### config.mk
export PLATFORM = sky130hd
export DESIGN_NAME = if_fetch_unit_flat
export DESIGN_NICKNAME = d
export VERILOG_FILES = /design/src/rtl/if_fetch_unit_pkg.sv /design/src/rtl/if_fetch_unit_if.sv /design/src/rtl/if_fetch_unit_timeout_ctr.sv /design/src/rtl/if_fetch_unit.sv /design/src/flat_wrapper.sv
export SDC_FILE = /design/constraint.sdc
export NUM_CORES = 1
export LEC_CHECK = 0
export CAP_MARGIN = 5
export CORE_MARGIN = 5
export CORE_UTILIZATION = 25
export CTS_CLUSTER_DIAMETER = 150
export DETAILED_ROUTE_END_ITERATION = 16
export DONT_BUFFER_PORTS = 1
export PLACE_DENSITY_LB_ADDON = 0.2
export SYNTH_ARGS = -nofsm -noshare
export SYNTH_HDL_FRONTEND = slang
export SYNTH_HIERARCHICAL = 1
export SYNTH_SLANG_ARGS = --single-unit
### constraint.sdc
create_clock -name clk -period 2.2 [get_ports clk]
set_clock_uncertainty 0.05 [all_clocks]
set_input_delay 0.55 -clock clk [delete_from_list [all_inputs] [get_ports clk]]
set_output_delay 0.55 -clock clk [all_outputs]
set_load 0.05 [all_outputs]
### src/rtl/if_fetch_unit_pkg.sv
// Shared constants and state type for the IF-stage fetch sequencer.
package if_fetch_unit_pkg;

    localparam int FETCH_ADDR_W = 32;
    localparam int FETCH_DATA_W = 32;
    localparam int PC_STEP      = 4;

    typedef enum logic [1:0] {
        ST_IDLE  = 2'd0,
        ST_WAIT  = 2'd1,
        ST_DROP  = 2'd2,
        ST_VALID = 2'd3
    } fetch_state_e;

endpackage

### src/rtl/if_fetch_unit_if.sv
// Instruction-memory request/ack bus; the fetch unit is the master.
interface if_fetch_unit_if
    import if_fetch_unit_pkg::*;
#(
    parameter int ADDR_W = FETCH_ADDR_W,
    parameter int DATA_W = FETCH_DATA_W
);

    logic              mem_req;
    logic [ADDR_W-1:0] mem_addr;
    logic              mem_ack;
    logic [DATA_W-1:0] mem_rdata;

    modport master (
        output mem_req,
        output mem_addr,
        input  mem_ack,
        input  mem_rdata
    );

    modport slave (
        input  mem_req,
        input  mem_addr,
        output mem_ack,
        output mem_rdata
    );

endinterface

### src/rtl/if_fetch_unit_timeout_ctr.sv
// Stall counter for outstanding memory requests; raises a sticky error at TIMEOUT.
module fetch_timeout_ctr #(
    parameter int TIMEOUT = 255
) (
    input  logic clk,
    input  logic rst,
    input  logic clr_i,
    input  logic en_i,
    output logic err_o
);

    localparam int CNT_W = $clog2(TIMEOUT + 1);
    localparam logic [CNT_W-1:0] CNT_MAX = CNT_W'(TIMEOUT);

    logic [CNT_W-1:0] cnt_q;
    logic [CNT_W-1:0] cnt_d;
    logic             err_q;

    // Saturate at TIMEOUT so a very long stall cannot wrap back to zero.
    always_comb begin
        cnt_d = cnt_q;
        if (clr_i) begin
            cnt_d = '0;
        end else if (en_i && (cnt_q != CNT_MAX)) begin
            cnt_d = cnt_q + CNT_W'(1);
        end
    end

    always_ff @(posedge clk) begin
        if (rst) begin
            cnt_q <= '0;
            err_q <= 1'b0;
        end else begin
            cnt_q <= cnt_d;
            if (en_i && !clr_i && (cnt_d == CNT_MAX)) begin
                err_q <= 1'b1;
            end
        end
    end

    assign err_o = err_q;

endmodule

### src/rtl/if_fetch_unit.sv
// IF-stage fetch sequencer: one memory request per instruction, delivers {instr, pc+4}
// downstream and freezes the PC register except on the transfer cycle.
module if_fetch_unit
    import if_fetch_unit_pkg::*;
#(
    parameter int ADDR_W  = FETCH_ADDR_W,
    parameter int DATA_W  = FETCH_DATA_W,
    parameter int TIMEOUT = 255
) (
    input  logic              clk,
    input  logic              rst,
    input  logic [ADDR_W-1:0] pc_in,
    input  logic              branch_taken,
    input  logic              id_ready,
    output logic              fetch_freeze,
    if_fetch_unit_if.master   mem,
    output logic              instr_valid,
    output logic [DATA_W-1:0] instr_out,
    output logic [ADDR_W-1:0] pc_out,
    output logic              fetch_err
);

    fetch_state_e      state_q;
    logic              req_q;
    logic [ADDR_W-1:0] addr_q;
    logic              valid_q;
    logic [DATA_W-1:0] instr_q;
    logic [ADDR_W-1:0] pcout_q;

    logic xfer;
    logic tmo_clr;
    logic tmo_en;

    function automatic logic [ADDR_W-1:0] next_pc(input logic [ADDR_W-1:0] addr);
        return addr + ADDR_W'(PC_STEP);
    endfunction

    // The PC register may only advance when the held instruction actually leaves.
    assign xfer         = valid_q & id_ready & ~branch_taken;
    assign fetch_freeze = ~xfer;

    // Counter restarts whenever a fresh wait begins (new request, or a flush turning WAIT into DROP).
    assign tmo_clr = ((state_q == ST_IDLE) && !branch_taken) ||
                     ((state_q == ST_WAIT) && !mem.mem_ack && branch_taken);
    assign tmo_en  = ((state_q == ST_WAIT) || (state_q == ST_DROP)) && !mem.mem_ack;

    always_ff @(posedge clk) begin
        if (rst) begin
            state_q <= ST_IDLE;
            req_q   <= 1'b0;
            addr_q  <= '0;
            valid_q <= 1'b0;
            instr_q <= '0;
            pcout_q <= '0;
        end else begin
            case (state_q)
                ST_IDLE: begin
                    if (!branch_taken) begin
                        req_q   <= 1'b1;
                        addr_q  <= pc_in;
                        state_q <= ST_WAIT;
                    end
                end
                ST_WAIT: begin
                    if (mem.mem_ack) begin
                        req_q <= 1'b0;
                        if (branch_taken) begin
                            state_q <= ST_IDLE;
                        end else begin
                            instr_q <= mem.mem_rdata;
                            pcout_q <= next_pc(addr_q);
                            valid_q <= 1'b1;
                            state_q <= ST_VALID;
                        end
                    end else if (branch_taken) begin
                        state_q <= ST_DROP;
                    end
                end
                // Memory cannot abort, so a flushed request is held until its ack and then discarded.
                ST_DROP: begin
                    if (mem.mem_ack) begin
                        req_q   <= 1'b0;
                        state_q <= ST_IDLE;
                    end
                end
                ST_VALID: begin
                    if (branch_taken || id_ready) begin
                        valid_q <= 1'b0;
                        state_q <= ST_IDLE;
                    end
                end
                default: begin
                    state_q <= ST_IDLE;
                end
            endcase
        end
    end

    fetch_timeout_ctr #(
        .TIMEOUT (TIMEOUT)
    ) u_timeout (
        .clk   (clk),
        .rst   (rst),
        .clr_i (tmo_clr),
        .en_i  (tmo_en),
        .err_o (fetch_err)
    );

    assign mem.mem_req  = req_q;
    assign mem.mem_addr = addr_q;
    assign instr_valid  = valid_q;
    assign instr_out    = instr_q;
    assign pc_out       = pcout_q;

endmodule

### src/flat_wrapper.sv
// flat-port wrapper written by rule: the top's interface ports become plain ports
module if_fetch_unit_flat import if_fetch_unit_pkg::*;
#(
    parameter int ADDR_W  = FETCH_ADDR_W,
    parameter int DATA_W  = FETCH_DATA_W,
    parameter int TIMEOUT = 255
)
  (clk, rst, pc_in, branch_taken, id_ready, fetch_freeze, instr_valid, instr_out, pc_out, fetch_err, mem_mem_req, mem_mem_addr, mem_mem_ack, mem_mem_rdata);
  if_fetch_unit_if #(.ADDR_W(ADDR_W), .DATA_W(DATA_W)) mem_i ();
  input  logic clk;
  input  logic rst;
  input  logic [ADDR_W-1:0] pc_in;
  input  logic branch_taken;
  input  logic id_ready;
  output logic fetch_freeze;
  output logic instr_valid;
  output logic [DATA_W-1:0] instr_out;
  output logic [ADDR_W-1:0] pc_out;
  output logic fetch_err;
  output wire logic [$bits(mem_i.mem_req)-1:0] mem_mem_req;
  output wire logic [$bits(mem_i.mem_addr)-1:0] mem_mem_addr;
  input wire logic [$bits(mem_i.mem_ack)-1:0] mem_mem_ack;
  input wire logic [$bits(mem_i.mem_rdata)-1:0] mem_mem_rdata;
  assign mem_mem_req = mem_i.mem_req;
  assign mem_mem_addr = mem_i.mem_addr;
  assign mem_i.mem_ack = mem_mem_ack;
  assign mem_i.mem_rdata = mem_mem_rdata;
  if_fetch_unit #(.ADDR_W(ADDR_W), .DATA_W(DATA_W), .TIMEOUT(TIMEOUT)) u_core (.clk(clk), .rst(rst), .pc_in(pc_in), .branch_taken(branch_taken), .id_ready(id_ready), .fetch_freeze(fetch_freeze), .mem(mem_i), .instr_valid(instr_valid), .instr_out(instr_out), .pc_out(pc_out), .fetch_err(fetch_err));
endmodule
After elaboration in Yosys (flattened, before gate mapping)

Index checks and enable logic that the tools add are counted.

$add $sub $neg: 2
Multipliers: 0
Div/mod/pow operators: 0
$lt $le $gt $ge: 0
Equality and inequality tests: 12
Shift-type cells: 0
Multiplexer cells: 15
Bitwise operators: 4
Reduce and logical (&&, ||, !) cells: 22

Operators by type and width:

| cell                                                                     | number |
|---|---|
| 32-bit by 3-bit adder with 32-bit output (second input constant)         | 1 |
| 8-bit 2-to-1 mux                                                         | 2 |
| 2-bit 2-to-1 mux                                                         | 6 |
| 8-bit by 1-bit adder with 8-bit output (second input constant)           | 1 |
| 8-bit equality test (second input constant)                              | 1 |
| 2-bit inequality test (second input constant)                            | 4 |
| 8-bit inequality test (second input constant)                            | 1 |
| 2-bit case mux with 4 select lines                                       | 1 |
| 4-bit AND reduction                                                      | 2 |
| 1-bit logical AND                                                        | 7 |
| 3-bit AND reduction                                                      | 2 |
| 2-bit equality test (second input constant)                              | 2 |
| 1-bit 2-to-1 mux                                                         | 4 |
| 2-bit by 1-bit inequality test with 1-bit output (second input constant) | 2 |
| 1-bit case mux with 2 select lines                                       | 2 |
| 2-bit nonzero test                                                       | 2 |
| 1-bit zero test                                                          | 3 |
| 1-bit logical OR                                                         | 3 |
| 3-bit inequality test (second input constant)                            | 1 |
| 1-bit AND                                                                | 2 |
| 2-bit by 1-bit equality test with 1-bit output (second input constant)   | 1 |
| 2-bit zero test                                                          | 1 |
| 1-bit NOT                                                                | 2 |
| 2-bit AND reduction                                                      | 1 |
| 2-bit OR reduction                                                       | 1 |

Bits in registers: 109
Bits in latches: 0
RAM bits: 0
ROM bits: 0
Output and inout port bits: 100
Memories: 0

Longest topological paths before layout

Depth after elaboration: 8
Mapped depth: 9
Mapped depth without buffers: 8

By module

The synthesis kept the hierarchy.

By module, submodules not included:

| module            | times used | cells an instance | area an instance (um2) | seq. area each (um2) |
|---|---|---|---|---|
| if_fetch_unit     | 1          | 519               | 4140.2                 | 2001.9 |
| fetch_timeout_ctr | 1          | 51                | 479.2                  | 180.2 |

Worst setup path before layout

OpenSTA, ideal clock, no wires.

Kind: reg2reg
From: reg u_core.addr_q[11], in the netlist u_core/mem.mem_addr[11]
To: reg u_core.pcout_q[28], in the netlist u_core/pc_out[28]
Arrival time: 2.254 ns
Required time: 2.064 ns
Slack: -0.190 ns
Cell stages (with the launch flop): 7
Period minus slack after synthesis: 2.390 ns
Cell sequence: dfxtp_1 nand4_4 or4_4 buf_6 nor4_1 xnor2_1 a211oi_1

Longest elaborated chain between the ends: 1

RTL lines:

| element                                  | line                | text |
|---|---|---|
| from (decl)                              | if_fetch_unit.sv:25 | `logic [ADDR_W-1:0] addr_q;` |
| from (signal assigned)                   | if_fetch_unit.sv:60 | `addr_q <= pc_in;` |
| 32-bit by 3-bit adder with 32-bit output | if_fetch_unit.sv:35 | `return addr + ADDR_W'(PC_STEP);` |
| to (signal assigned)                     | if_fetch_unit.sv:71 | `pcout_q <= next_pc(addr_q);` |
| to (decl)                                | if_fetch_unit.sv:28 | `logic [ADDR_W-1:0] pcout_q;` |

No other way between the ends.
A chain may end at the register's enable or synchronous reset.

Worst setup path after layout

From: reg u_core.state_q[0]
To: reg u_core.u_timeout.err_q, in the netlist u_core/u_timeout/err_o

Longest elaborated chain between the ends: 8
Elaborated cells on any way between the ends: 16
Classes of those cells: 3 x eq/ne; 2 x mux; 11 x reduce/logical

RTL lines:

| element                                                                                      | line                            | text |
|---|---|---|
| from (decl)                                                                                  | if_fetch_unit.sv:23             | `fetch_state_e state_q;` |
| from (signal assigned)                                                                       | if_fetch_unit.sv:49             | `state_q <= ST_IDLE;` |
| from (signal assigned)                                                                       | if_fetch_unit.sv:61             | `state_q <= ST_WAIT;` |
| from (signal assigned)                                                                       | if_fetch_unit.sv:68             | `state_q <= ST_IDLE;` |
| 2-bit by 1-bit equality test with 1-bit output / 2-bit equality test (equally long branches) | if_fetch_unit.sv:45             | `assign tmo_en = ((state_q == ST_WAIT) \|\| (state_q == ST_DROP)) && !mem.mem_ack;` |
| 1-bit logical OR (*)                                                                         | if_fetch_unit.sv:45             |  |
| 1-bit logical AND (*)                                                                        | if_fetch_unit.sv:45             |  |
| net u_core.tmo_en                                                                            | if_fetch_unit.sv:32             | `logic tmo_en;` |
| 1-bit logical AND                                                                            | if_fetch_unit_timeout_ctr.sv:24 | `end else if (en_i && (cnt_q != CNT_MAX)) begin` |
| 8-bit 2-to-1 mux                                                                             | if_fetch_unit_timeout_ctr.sv:24 |  |
| 8-bit 2-to-1 mux                                                                             | if_fetch_unit_timeout_ctr.sv:22 | `if (clr_i) begin` |
| 8-bit equality test                                                                          | if_fetch_unit_timeout_ctr.sv:35 | `if (en_i && !clr_i && (cnt_d == CNT_MAX)) begin` |
| 1-bit logical AND (*)                                                                        | if_fetch_unit_timeout_ctr.sv:35 |  |
| to (signal assigned)                                                                         | if_fetch_unit_timeout_ctr.sv:32 | `err_q <= 1'b0;` |
| to (signal assigned)                                                                         | if_fetch_unit_timeout_ctr.sv:36 | `err_q <= 1'b1;` |
| to (decl)                                                                                    | if_fetch_unit_timeout_ctr.sv:17 | `logic err_q;` |

The timed path passes the listed nets; every way through them passes the cells marked *.

==> summary.md <==
| Metric | Value |
|---|---|
| Outcome | `finished, final reports clean` |
| Initial Utilization | `0.255` |
| Overall routed net length | `between 10000 and 15000 um` |
| Final Slew Violations | `0` |
| ANT nets after route | `0` |
| Post-synthesis adder-cell area fraction | `0.0190` |
| P_leak | `between 1.5 and 2 nW` |
| Worst-margin pin slew | `604 ps` |
| DR pass1 iterations | `4` |
| CP Data Required Time | `2400 ps` |
| Post-CTS Hold Fix Bufs | `0` |
| Port buffer count | `0` |
| Die Y | `between 100 and 150 um` |
| Row Count | `49` |
| P per Cell Area | `around 880 nW/um2` |
| Cells after synthesis | `570` |
| Sink Count | `109` |
| H-tree depth | `3` |
| Detailed Route Iter0 Violations | `214` |
| Worst slew margin | `0.597` |
| Mean post-synth cell area | `about 8.1 um2` |
| Fin crit share | `0.933` |
| Die area | `21300 um2` |
| Die Width | `between 100 and 150 um` |
| Fin worst setup slack | `147 ps` |
| Warnings from Yosys | `6` |
| Crit. End Element | `flip-flop` |
| Worst EP arrival | `2260 ps` |
| Async S/R FF share, synth | `0` |
| Worst vdd rail ir drop | `between 0.0003 and 0.0004 V` |
| DP Area | `about 5100 um2` |
| CP Launch Type | `flip-flop` |
| Synth Register Bits | `between 100 and 150` |
| Compound-cell area share of the yosys netlist | `0.150` |
| Multiplexer share of the synthesized area | `0.00867` |
| First-pass GRT wire length | `between 20000 and 25000 um` |
| Top-Level Pins | `around 170` |
| # setup viols final | `0` |
| Synthesized cell area | `approximately 4600 um2` |
| Vias in the first global route | `3750` |
| CTS clk-pin slew, worst paths | `roughly 70 ps` |
| Setup WS pre-CTS | `approximately 64 ps` |
| Final Wtd Congestion | `between 0.8 and 0.9` |
| DR DRC count | `0` |
| Via density per instance | `around 4.7` |
| HP Class | `input port to flip-flop` |
| Clk buf depth | `2` |
| Cell area after layout | `5420 um2` |
| Largest family of logic cells by synthesized area | `simple AND/OR/NAND/NOR gates` |
| Multi-input logic area | `approximately 2300 um2` |
| Post-DP HPWL | `roughly 11000 um` |
| Hold Fails Final Rpt | `0` |
| # nets final | `between 600 and 700` |
| XOR/XNOR Fraction of Synth Area | `0.0550` |
| Ant diodes | `0` |
| Critical Path Fanout Max | `5` |
| Clock Latency Late Sink | `between 300 and 400 ps` |
| Vias | `around 3900` |
| Simple-Gate Fraction of Synth Area | `0.259` |
| Initial antenna violation count | `0` |
| Core Region | `around 18000 um2` |
| Max cap viols | `0` |
| Critical path class | `flip-flop to flip-flop` |
| Syn nets | `646` |
| Max Fclk | `slightly below 500 MHz` |
| Total gr overflow | `0` |
| CTS tree | `built` |
| Total Negative Setup Slacks | `0 ps` |
| Filler Cell Count | `1958` |
| Fraction of layout cells with a size suffix above 1 | `0.147` |
| EDFF count, synth | `0` |
| Root buffer cell | `clkbuf_16` |
| Cts bufs inserted | `9` |
| Share of the yosys chip area belonging to registers | `0.472` |
| Sequential Area | `~2200 um2` |
| Synth unique cells | `a little over 40` |
| WL per Instance | `approximately 17 um` |
| Post-layout min period | `approximately 2100 ps` |
| Area Growth Syn to Fin | `17.4%` |
| Top_reg_cell synth | `dfxtp_1` |
| Largest net degree at the start of global routing | `between 100 and 150` |
| Total GRT Usage | `0.131` |
| Final Util | `0.300` |
## path summary, 6_finish.rpt
path,to,cells past startpoint,from,slack [ps]
setup / recovery,u_core/u_timeout/err_o,8,u_core/state_q[0],150
hold / removal,u_core/instr_valid,1,rst,220
setup reg to reg,u_core/u_timeout/err_o,8,u_core/state_q[0],150
hold reg to reg,u_core/mem.mem_addr[28],2,u_core/mem.mem_addr[28],440
## worst max-delay path, stage by stage (launching register included)
cell and delay, ps:
dfxtp_2 360, inv_1 80, ha_1 310, nor2b_2 200, and4_2 290, a21oi_1 110, nor3_2 210, nand4_1 140
o41ai_2 210
## metrics by stage
stage	instances	hold WS, ps	total power [mW]
after detailed placement	804	423	3.17
final	820	222	4.77
after floorplan	570	431	2.95
after CTS	820	196	4.86
after global placement	804	413	3.15
after global routing	820	195	5.01
## logic make-up (layout without fill, tap and decap cells)
group / after synthesis / after routing
fa+ha+maj: 7 / 7
xor+xnor: 29 / 29
simple gates: 262 / 262
compound gates: 117 / 117
mux: 4 / 4
buf+inv: 42 / 63
flops: 109 / 109
## cell usage in the layout (no fill, tap or decap), types with 3 or more instances in the layout
master,netlist,final
a211oi_1,28,28
a21oi_1,75,75
and3_1,4,3
buf_4,0,36
clkbuf_16,0,9
clkinv_2,0,3
dfxtp_1,109,96
dfxtp_2,0,13
ha_1,7,7
inv_1,9,9
mux2i_1,4,4
nand2_1,152,152
nand3_1,15,15
nand4_1,10,10
nor2_1,48,48
nor4_1,6,6
nor4b_2,3,3
o21ai_0,3,3
xnor2_1,15,15
xor2_1,14,14
## per-layer routing
layer,routed length [um],track usage,vias to the layer above
met5,0,0,-
met4,121,0.0370,0
met3,919,0.0427,7
met2,6590,0.205,124
met1,6620,0.172,1785
li1,-,-,1976
## cell type report
class	instances	area share
clock buffer	10	0.0441
timing repair buffer	38	0.0572
clock inverter	6	0.0115
multi-input combinational	419	0.423
inverter	9	0.00623
tap	229	0.0529
sequential	109	0.405
## cells in the mapped netlist (2+ instances only)
cell | instances | share of area
nand2_1 | 152 | 0.12
dfxtp_1 | 109 | 0.47
a21oi_1 | 75 | 0.081
nor2_1 | 48 | 0.039
clkbuf_1 | 30 | 0.024
a211oi_1 | 28 | 0.046
nand3_1 | 15 | 0.016
xnor2_1 | 15 | 0.028
xor2_1 | 14 | 0.027
nand4_1 | 10 | 0.014
inv_1 | 9 | 0.0073
ha_1 | 7 | 0.019
nor4_1 | 6 | 0.0081
and3_1 | 4 | 0.0054
and4_1 | 4 | 0.0076
mux2i_1 | 4 | 0.0087
nor2b_1 | 4 | 0.0054
nor3_1 | 3 | 0.0032
nor4b_2 | 3 | 0.0098
o21ai_0 | 3 | 0.0032
o31ai_1 | 3 | 0.0049
a31oi_1 | 2 | 0.0027
buf_1 | 2 | 0.0016
nand2b_1 | 2 | 0.0027
or2_2 | 2 | 0.0027
## where the power goes
group	total (mW)	leakage (nW)	switching (mW)	internal (mW)
clock network	1.66	0.152	0.742	0.913
registers	2.42	0.892	0.328	2.09
logic	0.694	0.810	0.477	0.217
## repair_timing
item / in CTS / in global routing
buffers inserted: 0 / 0
endpoints found under the setup margin: 0 / 2
resized for setup: 0 / 7
endpoints found under the hold margin: 0 / 0
## registers in the layout (all words and copies together), names as in the netlist
| signal | count |
|---|---|
| u_core/instr_valid | 1 |
| u_core/u_timeout/cnt_q | 8 |
| u_core/instr_out | 32 |
| u_core/u_timeout/err_o | 1 |
| u_core/mem.mem_addr | 32 |
| u_core/pc_out | 32 |
| u_core/mem.mem_req | 1 |
| u_core/state_q | 2 |
Power figures use the tool's default switching activity.
